## src/rtl/cmsdk_ahb_sram_bridge.sv

```systemverilog
// AHB-Lite slave to cmsdk_fpga_sram; zero-wait reads, data-phase writes with a 1-entry write buffer.
// Latency: read data one cycle after the address phase; HREADYOUT stays 1 except in the ERROR response.
// Optional alignment checking under CMSDK_AHB_SRAM_ALIGN_ERR_EN (two-cycle ERROR, no SRAM access).
module cmsdk_ahb_sram_bridge #(
  parameter int AW = 16
) (
  input  logic          HCLK,
  input  logic          HRESET,
  input  logic          HSEL,
  input  logic          HREADY,
  input  logic [1:0]    HTRANS,
  input  logic [2:0]    HSIZE,
  input  logic          HWRITE,
  input  logic [AW-1:0] HADDR,
  input  logic [31:0]   HWDATA,
  output logic          HREADYOUT,
  output logic          HRESP,
  output logic [31:0]   HRDATA,
  output logic [AW-3:0] SRAMADDR,
  output logic [31:0]   SRAMWDATA,
  output logic [3:0]    SRAMWEN,
  output logic          SRAMCS,
  input  logic [31:0]   SRAMRDATA
);

  // Only NONSEQ/SEQ matter; bit 0 distinguishes them and carries no meaning here.
  logic unused_htrans;
  assign unused_htrans = HTRANS[0];

  logic          acc_raw;
  logic          acc;
  logic          rd_acc;
  logic          wr_acc;
  logic [3:0]    be;

  logic          wr_dph;
  logic [AW-3:0] wr_addr_q;
  logic [3:0]    wr_be_q;
  logic          rd_dph;
  logic [AW-3:0] rd_addr_q;
  logic          buf_vld;
  logic [AW-3:0] buf_addr;
  logic [3:0]    buf_be;
  logic [31:0]   buf_data;
  logic [31:0]   merged;
  logic          fwd_hit;

  // Nothing is accepted while reset is asserted, so no SRAM action can start during reset.
  assign acc_raw = HSEL & HREADY & HTRANS[1] & ~HRESET;

`ifdef CMSDK_AHB_SRAM_ALIGN_ERR_EN
  typedef enum logic [1:0] {ST_IDLE, ST_ERR1, ST_ERR2} err_state_t;

  err_state_t err_state;
  logic       unaligned;
  logic       err_acc;
  logic       hreadyout_q;
  logic       hresp_q;

  assign unaligned = ((HSIZE == 3'd1) & HADDR[0]) |
                     ((HSIZE == 3'd2) & (|HADDR[1:0])) |
                     (HSIZE > 3'd2);
  assign err_acc   = acc_raw & unaligned;
  assign acc       = acc_raw & ~unaligned;

  // Two-cycle ERROR response sequencer; an accepted transfer in ERR2 is handled like one in IDLE.
  always_ff @(posedge HCLK) begin
    if (HRESET) begin
      err_state   <= ST_IDLE;
      hreadyout_q <= 1'b1;
      hresp_q     <= 1'b0;
    end else begin
      case (err_state)
        ST_ERR1: begin
          err_state   <= ST_ERR2;
          hreadyout_q <= 1'b1;
          hresp_q     <= 1'b1;
        end
        default: begin
          if (err_acc) begin
            err_state   <= ST_ERR1;
            hreadyout_q <= 1'b0;
            hresp_q     <= 1'b1;
          end else begin
            err_state   <= ST_IDLE;
            hreadyout_q <= 1'b1;
            hresp_q     <= 1'b0;
          end
        end
      endcase
    end
  end

  assign HREADYOUT = hreadyout_q;
  assign HRESP     = hresp_q;
`else
  // Unaligned addresses simply select byte lanes; the bus never sees an error.
  assign acc       = acc_raw;
  assign HREADYOUT = 1'b1;
  assign HRESP     = 1'b0;
`endif

  assign rd_acc = acc & ~HWRITE;
  assign wr_acc = acc & HWRITE;

  // Byte lanes touched by the transfer in its address phase.
  always_comb begin
    case (HSIZE)
      3'd0:    be = 4'b0001 << HADDR[1:0];
      3'd1:    be = HADDR[1] ? 4'b1100 : 4'b0011;
      default: be = 4'b1111;
    endcase
  end

  // Pipeline valid flags and the write buffer occupancy.
  always_ff @(posedge HCLK) begin
    if (HRESET) begin
      wr_dph  <= 1'b0;
      rd_dph  <= 1'b0;
      buf_vld <= 1'b0;
    end else begin
      wr_dph <= wr_acc;
      rd_dph <= rd_acc;
      if (wr_dph && rd_acc) begin
        buf_vld <= 1'b1;
      end else if (buf_vld && !wr_dph && !rd_acc) begin
        buf_vld <= 1'b0;
      end
    end
  end

  // Address/lane/data capture; these only matter while the matching valid flag is set.
  always_ff @(posedge HCLK) begin
    if (wr_acc) begin
      wr_addr_q <= HADDR[AW-1:2];
      wr_be_q   <= be;
    end
    if (rd_acc) begin
      rd_addr_q <= HADDR[AW-1:2];
    end
    if (wr_dph && rd_acc) begin
      buf_addr <= wr_addr_q;
      buf_be   <= wr_be_q;
      buf_data <= HWDATA;
    end
  end

  // One SRAM action per cycle: read, then direct write, then buffer drain.
  always_comb begin
    SRAMCS    = 1'b0;
    SRAMWEN   = 4'b0000;
    SRAMADDR  = buf_addr;
    SRAMWDATA = buf_data;
    if (!HRESET) begin
      if (rd_acc) begin
        SRAMCS   = 1'b1;
        SRAMADDR = HADDR[AW-1:2];
      end else if (wr_dph) begin
        SRAMCS    = 1'b1;
        SRAMADDR  = wr_addr_q;
        SRAMWDATA = HWDATA;
        SRAMWEN   = wr_be_q;
      end else if (buf_vld) begin
        SRAMCS    = 1'b1;
        SRAMADDR  = buf_addr;
        SRAMWDATA = buf_data;
        SRAMWEN   = buf_be;
      end
    end
  end

  assign fwd_hit = buf_vld & (buf_addr == rd_addr_q);

  // Read data: SRAM word with lanes still sitting in the write buffer forwarded over it.
  always_comb begin
    merged = SRAMRDATA;
    for (int i = 0; i < 4; i++) begin
      if (fwd_hit && buf_be[i]) begin
        merged[8*i +: 8] = buf_data[8*i +: 8];
      end
    end
    HRDATA = rd_dph ? merged : 32'h0;
  end

  // A buffered write must drain before another write reaches its data phase alongside a read.
  buf_conflict: assert property (@(posedge HCLK) disable iff (HRESET)
                                 !(buf_vld && wr_dph && rd_acc));

endmodule

```

## config.mk

```make
export PLATFORM = sky130hd
export DESIGN_NAME = cmsdk_ahb_sram_bridge
export DESIGN_NICKNAME = d
export VERILOG_FILES = /design/src/rtl/cmsdk_ahb_sram_bridge.sv
export SDC_FILE = /design/constraint.sdc
export NUM_CORES = 1
export LEC_CHECK = 0
export ABC_AREA = 0
export CORE_AREA = 2 2 104 106
export CTS_CLUSTER_DIAMETER = 150
export DETAILED_ROUTE_END_ITERATION = 10
export DIE_AREA = 0 0 106 108
export PLACE_DENSITY = 0.78
export SYNTH_ARGS = -nofsm -noshare
export SYNTH_HDL_FRONTEND = slang
export SYNTH_SLANG_ARGS = --single-unit
```

## constraint.sdc

```tcl
create_clock -name HCLK -period 9.8 [get_ports HCLK]
set_clock_uncertainty 0.2 [all_clocks]
set_input_delay 1.96 -clock HCLK [delete_from_list [all_inputs] [get_ports HCLK]]
set_output_delay 1.96 -clock HCLK [all_outputs]
set_load 0.02 [all_outputs]
```

==> impl_metrics.yaml, run 1 <==
outcome:
  status: "completed"
floorplanning:
  start_util: 0.4242
  core_mm2: 0.01023
  placementRows: 37
  fp.dieH_um: 108
  io_pins: 175
  die_w_um: 106
  die_area_mm2: 0.01145
yosys:
  syn_area_mm2: 0.004340
  netlist.area_leader.share: 0.5673
  ys_seq_elements: 85
  yosysSeqAreaShare: 0.5811
  syn_nets: 412
  syn_area_per_cell_um2: 13.48
  ys_warn_count: 0
  syn_inst: 322
  synth_top_cell_by_area: "edfxtp_1"
  synthDistinctLibCells: 29
  synthTopCellsByArea: "edfxtp_1 57%, mux2i_1 7.4%, mux2_2 6.5%, nand2_1 5.8%, xnor2_2 4.1%"
drt:
  avgRoutedWirePerCell_um: 17.36
  ant_nets: 0
  wirelength_um: 10940
  drtPass1Iterations: 4
  viasPerCell: 5.070
  drc: 0
  drtIter0Drc: 189
  vias: 3194
global_routing:
  antenna_found_initial: 0
  overflow: 0
  grt_usage: 0.1877
  grt_max_degree: 65
  grt_pass1_wl_um: 16600
  grt_pass1_vias: 3281
sta:
  min_period_over_period: 0.7289
  tightest_slew_ns: 1.151
  max_freq_mhz: 140.0
  slew_headroom: 0.2324
  hold_viol: 0
  fin_setup_tns_ns: 0
  setup_viol: 0
  rsz0062_at_grt: "no"
  finalCriticalPeriod_ns: 7.144
  slew_violations: 0
finish:
  seqCellArea_mm2: 0.002524
  area_delta_synth_final_pct: 47.33
  fillCellCount: 815
  drive_above_1_share: 0.1336
  nNetsFinal: 579
  stdcell_count: 630
  final_area_mm2: 0.006395
  antenna-diode-count: 0
  final_util: 0.6250
  multi_input_area_mm2: 0.001729
clocking:
  postCtsSetupBuffers: 0
  cts_resized: 0
  path_clk_slew_ns: 0.09
  cts_buffers: 9
  postCtsHoldBufs: 0
  htreeDepth: 3
  cts_sinks: 85
  cts_tree: "built"
  cts-root-buf: "clkbuf_8"
  insertion_delay_ns: 0.35
  clockBufferDepth: 2
power:
  power.density_mw_per_mm2: 117.7
  p_leak_nw: 2.077
  totalPowerFinal_mw: 0.7528
  ir_drop_mv: 0.08563
placement:
  gp_congestion: 0.7308
  port_buffers: 171
  dp_hpwl_um: 7697
  dp.cells: 614
  place_area_mm2: 0.006165
worst_setup_path:
  path_max_fanout: 36
  cp-end-kind: "primary output"
  startpoint_type: "input pin"
  crit_required_ns: 7.64
  crit_type: "input pin to primary output"
  cp.arrival_ns: 4.98
run:
  max_cap_viol_count: 0
worst_hold_path:
  hold_class: "flop to flop"
[sequential cells by signal, indices dropped and copies added (netlist names)]
name       cells
rd_dph         1
wr_addr_q     14
buf_be         4
buf_data      32
wr_dph         1
buf_addr      14
rd_addr_q     14
buf_vld        1
wr_be_q        4
[power by group]
group	switching, mW	internal (mW)	leakage [nW]
combinational	0.0229	0.0417	1.19
sequential	0.00279	0.400	0.777
clock	0.133	0.153	0.115
[per-layer routing]
layer	vias up	wire, um	global-route usage
met4	0	95	0.05639
met5	-	0	0
met1	1542	4596	0.2313
li1	1524	-	-
met2	121	5600	0.3336
met3	7	643	0.03918
[layout make-up]
class                   count  area share
multi-input cells         216      0.2704
clock inverters             6     0.01448
well taps                 136     0.02661
repair buffers            173      0.2700
flip-flops and latches     85      0.3946
clock buffers              10     0.02152
inverters                   4    0.002348
[worst max-delay path: stages]
cell,delay (ns)
clkdlybuf4s50_1,0.43
nand4b_1,0.38
nor2_4,0.72
nor3_4,0.16
buf_4,0.34
mux2_1,0.38
clkdlybuf4s50_1,0.56
[stage by stage]
stage	hold slack (ns)	setup slack, ns
2_1_floorplan	0.2262	4.104
3_3_place_gp	0.2304	2.725
3_5_place_dp	0.2367	2.679
4_1_cts	0.2566	2.650
5_1_grt	0.2689	2.502
6_report	0.2547	2.656
[layout by cell type, fill, tap and decap left out, types with 2 or more instances in the layout]
| cell type | count |
|---|---|
| nand4_4 | 3 |
| o21ai_0 | 5 |
| nor2_1 | 9 |
| dfxtp_1 | 2 |
| buf_4 | 2 |
| mux2i_1 | 32 |
| nor2b_1 | 15 |
| a221o_1 | 13 |
| xnor2_1 | 3 |
| nor4_4 | 4 |
| a22oi_1 | 4 |
| clkdlybuf4s50_1 | 171 |
| inv_1 | 3 |
| nand2_1 | 67 |
| mux2_2 | 25 |
| xnor2_2 | 11 |
| clkbuf_8 | 10 |
| nand4_1 | 5 |
| a21oi_1 | 3 |
| conb_1 | 2 |
| bufinv_16 | 2 |
| edfxtp_1 | 82 |
| mux2_1 | 7 |
[synth_stat cells (all sizes together)]
| cell type | instances |
|---|---|
| conb | 2 |
| a221o | 13 |
| mux2i | 32 |
| nand2b | 1 |
| dfxtp | 3 |
| inv | 4 |
| a22oi | 4 |
| nor3b | 2 |
| nor2b | 15 |
| nor4 | 4 |
| o221ai | 1 |
| nor2 | 10 |
| nand4 | 8 |
| nand2 | 67 |
| xnor2 | 14 |
| o21ai | 5 |
| mux2 | 32 |
| nor3 | 1 |
| a21oi | 3 |
| clkbuf | 9 |
| nand3 | 1 |
| buf | 8 |
| nand4b | 1 |
| edfxtp | 82 |
[cells by family (layout without fill, tap and decap cells)]
group                  after synthesis  count (layout)  synth area share
buffers and inverters               21             193           0.02162
AND/OR/NAND/NOR                    110             110            0.1433
multiplexers                        64              64            0.1568
flip-flops                          85              85            0.5811
AO/OA/AOI/OAI                       26              26           0.04814
XOR/XNOR                            14              14           0.04728
other                                2               2          0.001730
[path summary, 6_finish.rpt]
check / start / end / slack (ns) / cells past startpoint
max: HWRITE / SRAMWDATA[24] / 2.66 / 7
min: wr_be_q[3]$_DFFE_PP_ / buf_be[3]$_DFFE_PP_ / 0.25 / 0
max reg2reg: wr_dph$_SDFF_PP0_ / buf_data[3]$_DFFE_PP_ / 7.74 / 2
min reg2reg: wr_be_q[3]$_DFFE_PP_ / buf_be[3]$_DFFE_PP_ / 0.25 / 0
(Power assumes the default switching activity.)
==> run 2, diff against run 1 <==
clock period = 6.9 ns   (was 9.8 ns; I/O delays follow)
==> run 2 against run 1 <==
  * Core utilization down 0.28 points
  * First-iteration DRC count down 8.5%
  * Global-route usage up 0.35 points
  * Cell count up 0.32%
  * Die area unchanged
  * Routed wire length up 0.30%
  * Via count up 1.5%
  * Sequential power up 42%
  * Register-to-register slack worse by 3.0 ns
  * Critical path type unchanged
  * Largest cell class unchanged
  * Largest power group unchanged
==> impl_metrics.yaml, run 2 (synthesis results as in run 1) <==
floorplanning:
  io_pins: 175
  core_mm2: 0.01023
  fp.dieH_um: 108
  die_area_mm2: 0.01145
  placementRows: 37
  start_util: 0.4242
  die_w_um: 106
finish:
  final_util: 0.6222
  nNetsFinal: 581
  final_common_cell: "clkdlybuf4s50_1"
  fillCellCount: 798
  antenna-diode-count: 0
  stdcell_count: 632
  regMostFlops: "buf_data"
  largest_reg_flops: 32
  drive_above_1_share: 0.1351
  area_delta_synth_final_pct: 46.67
  most-common-layout-cells: "171 x clkdlybuf4s50_1, 82 x edfxtp_1, 67 x nand2_1"
power:
  ir_drop_mv: 0.09621
  p_leak_nw: 2.059
  power.density_mw_per_mm2: 154.4
clocking:
  path_clk_slew_ns: 0.08
  cts_buffers: 9
  insertion_delay_ns: 0.34
  postCtsHoldBufs: 0
  cts_tree: "built"
  cts_sinks: 85
  clockBufferDepth: 2
  postCtsSetupBuffers: 0
  cts_resized: 0
  htreeDepth: 3
  cts-root-buf: "clkbuf_8"
global_routing:
  use_met2: 0.3479
  gr-usage-met1: 0.2284
  grt_max_degree: 65
  use_met3: 0.04702
  grt_usage: 0.1912
  overflow: 0
  top_usage_layer: "met2"
  grt_pass1_wl_um: 16990
  antenna_found_initial: 0
  grt_pass1_vias: 3359
sta:
  hold_viol: 0
  setup_viol: 0
  finalCriticalPeriod_ns: 5.501
  max_freq_mhz: 181.8
  fin_setup_tns_ns: 0
  rsz0062_at_grt: "no"
  slew_headroom: 0.2444
  slew_violations: 0
  min_period_over_period: 0.7973
  tightest_slew_ns: 1.133
outcome:
  status: "completed"
worst_setup_path:
  startpoint_type: "input pin"
  cp-end-kind: "primary output"
  crit_required_ns: 5.32
  cp.arrival_ns: 3.92
  path_max_fanout: 36
  crit_type: "input pin to primary output"
placement:
  port_buffers: 171
  dp.cells: 616
  gp_congestion: 0.7211
  dp_hpwl_um: 7840
worst_hold_path:
  hold_class: "flop to flop"
drt:
  viasPerCell: 5.130
  avgRoutedWirePerCell_um: 17.36
  drtPass1Iterations: 4
  drc: 0
  drtIter0Drc: 173
  ant_nets: 0
  wirelength_um: 10970
  vias: 3242
run:
  max_cap_viol_count: 0
-- run 2: report_power, final --
| group | internal (mW) | switching, mW | total [mW] |
|---|---|---|---|
| Combinational | 0.0596 | 0.0328 | 0.0924 |
| Sequential | 0.568 | 0.00399 | 0.572 |
| Clock | 0.134 | 0.186 | 0.319 |
| Total | 0.761 | 0.222 | 0.983 |
-- run 2: routing by layer --
layer,part of all wire,vias to the layer above
met5,0,-
li1,-,1529
met1,0.41,1571
met3,0.067,9
met2,0.51,133
met4,0.0090,0
-- run 2: area by class of cell --
type	count	area [um2]	share of cell area
repair buffers	175	1754	0.2755
flip-flops and latches	85	2524	0.3964
inverters	4	15.01	0.002358
clock inverters	6	46.29	0.007272
well taps	136	170.2	0.02673
multi-input cells	216	1729	0.2716
clock buffers	10	127.6	0.02005
-- run 2: critical path, stage by stage --
cell             delay [ns]
clkdlybuf4s50_1        0.80
nor2_4                 0.09
nor3_4                 0.41
buf_12                 0.30
mux2_2                 0.37
clkdlybuf4s50_1        0.55
-- run 2: worst paths after layout --
| path | end | from | depth (start not counted) | slack, ns |
|---|---|---|---|---|
| worst max-delay path | SRAMWDATA[2] | HRESET | 6 | 1.40 |
| worst min-delay path | buf_addr[10]$_DFFE_PP_ | wr_addr_q[10]$_DFFE_PP_ | 0 | 0.26 |
| worst max register to register | buf_data[17]$_DFFE_PP_ | wr_dph$_SDFF_PP0_ | 2 | 4.79 |
| worst min register to register | buf_addr[10]$_DFFE_PP_ | wr_addr_q[10]$_DFFE_PP_ | 0 | 0.26 |
-- run 2: stage by stage --
stage | hold WS [ns] | power [mW] | worst slack, ns | instance area (um2)
6_report | 0.2584 | 0.9832 | 1.399 | 6366
5_1_grt | 0.2632 | 1.020 | 1.265 | 6366
4_1_cts | 0.2570 | 0.9931 | 1.375 | 6366
3_5_place_dp | 0.2361 | 0.6753 | 1.379 | 6192
3_3_place_gp | 0.2306 | 0.6727 | 1.439 | 6192
2_1_floorplan | 0.2262 | 0.6072 | 2.364 | 4340
==> run 3, diff against run 2 <==
clock period = 5.65 ns   (was 6.9 ns; I/O delays follow)
==> run 3 against run 2 <==
  * Final area is essentially flat
  * Routed wire length decreased by 1.0%
  * Combinational power increased by 22%
  * Critical path type unchanged
==> impl_metrics.yaml, run 3 (synthesis results as in run 1) <==
clocking:
  clockBufferDepth: 2
  postCtsSetupBuffers: 0
  insertion_delay_ns: 0.35
  htreeDepth: 3
  cts_tree: "built"
  postCtsHoldBufs: 0
  cts-root-buf: "clkbuf_8"
  cts_buffers: 9
  cts_resized: 0
  path_clk_slew_ns: 0.08
  cts_sinks: 85
drt:
  vias: 3226
  drtPass1Iterations: 4
  viasPerCell: 5.096
  drtIter0Drc: 165
  drc: 0
  avgRoutedWirePerCell_um: 17.15
  ant_nets: 0
  wirelength_um: 10850
floorplanning:
  die_area_mm2: 0.01145
  placementRows: 37
  io_pins: 175
  die_w_um: 106
  start_util: 0.4242
  fp.dieH_um: 108
  core_mm2: 0.01023
finish:
  regMostFlops: "buf_data"
  largest_reg_flops: 32
  most-common-layout-cells: "171 x clkdlybuf4s50_1, 82 x edfxtp_1, 67 x nand2_1"
  drive_above_1_share: 0.1368
  area_delta_synth_final_pct: 46.64
  stdcell_count: 633
  antenna-diode-count: 0
  final_common_cell: "clkdlybuf4s50_1"
  nNetsFinal: 582
power:
  power.density_mw_per_mm2: 189.8
  ir_drop_mv: 0.1305
  p_leak_nw: 2.061
sta:
  max_freq_mhz: 202.9
  slew_headroom: 0.2533
  finalCriticalPeriod_ns: 4.929
  slew_violations: 0
  tightest_slew_ns: 1.120
  rsz0062_at_grt: "no"
  min_period_over_period: 0.8723
  fin_setup_tns_ns: 0
  hold_viol: 0
  hold_slack_ns: 0.2577
  setup_viol: 0
worst_setup_path:
  cp.arrival_ns: 3.60
  crit_family: "buffers and inverters"
  path_max_fanout: 10
  cp_slowest_stage_delay_ns: 0.56
  cp-end-kind: "primary output"
  cp_num_buf_inv: 3
  path_cells: "clkdlybuf4s50_1 -> nand4b_1 -> a21oi_1 -> buf_4 -> nor2b_1 -> a221o_1 -> clkdlybuf4s50_1"
  crit_required_ns: 4.32
  crit_type: "input pin to primary output"
  crit_top_cell: "clkdlybuf4s50_1"
  startpoint_type: "input pin"
  slowest_stage: "clkdlybuf4s50_1"
placement:
  dp_hpwl_um: 7865
  dp.cells: 617
  port_buffers: 171
  gp_congestion: 0.7466
run:
  max_cap_viol_count: 0
worst_hold_path:
  hold_class: "flop to flop"
global_routing:
  grt_usage: 0.1895
  grt_pass1_vias: 3287
  grt_pass1_wl_um: 16770
  grt_max_degree: 65
  overflow: 0
  antenna_found_initial: 0
outcome:
  status: "completed"
==> run 3: layer usage <==
layer  vias up  wire [um]  global-route usage
met5         -          0                   0
met4         0        153             0.06109
met3        14        818             0.04159
met2       137       5432              0.3364
met1      1546       4449              0.2308
li1       1529          -                   -
==> run 3: power by group <==
| part | internal (mW) | switching, mW | total (mW) |
|---|---|---|---|
| registers | 0.693 | 0.00475 | 0.698 |
| logic | 0.0727 | 0.0402 | 0.113 |
| clock network | 0.173 | 0.224 | 0.397 |
==> run 3: worst paths after layout <==
| kind | slack (ns) | from | endpoint | cells past startpoint |
|---|---|---|---|---|
| max reg2reg | 3.58 | wr_dph$_SDFF_PP0_ | buf_data[4]$_DFFE_PP_ | 2 |
| max | 0.72 | HWRITE | SRAMADDR[10] | 7 |
| min | 0.26 | wr_addr_q[5]$_DFFE_PP_ | buf_addr[5]$_DFFE_PP_ | 0 |
| min reg2reg | 0.26 | wr_addr_q[5]$_DFFE_PP_ | buf_addr[5]$_DFFE_PP_ | 0 |
==> run 3: final cells by class <==
| cell class | count | area (um2) |
|---|---|---|
| Timing Repair Buffer | 176 | 1749 |
| Fill cell | 825 | 3866 |
| Clock buffer | 11 | 141.4 |
| Sequential cell | 85 | 2524 |
| Tap cell | 136 | 170.2 |
| Clock inverter | 5 | 36.28 |
| Multi-Input combinational cell | 216 | 1729 |
| Inverter | 4 | 15.01 |
==> run 3: metrics by stage <==
stage / total power, mW / instance area [um2] / setup slack (ns) / utilization
global placement: 0.8213 / 6187 / 0.7912 / 0.6047
CTS: 1.222 / 6365 / 0.7045 / 0.6221
finish: 1.208 / 6365 / 0.7214 / 0.6221
detailed placement: 0.8248 / 6187 / 0.7295 / 0.6047
floorplan: 0.7416 / 4340 / 1.573 / -
global route: 1.253 / 6365 / 0.5763 / 0.6221
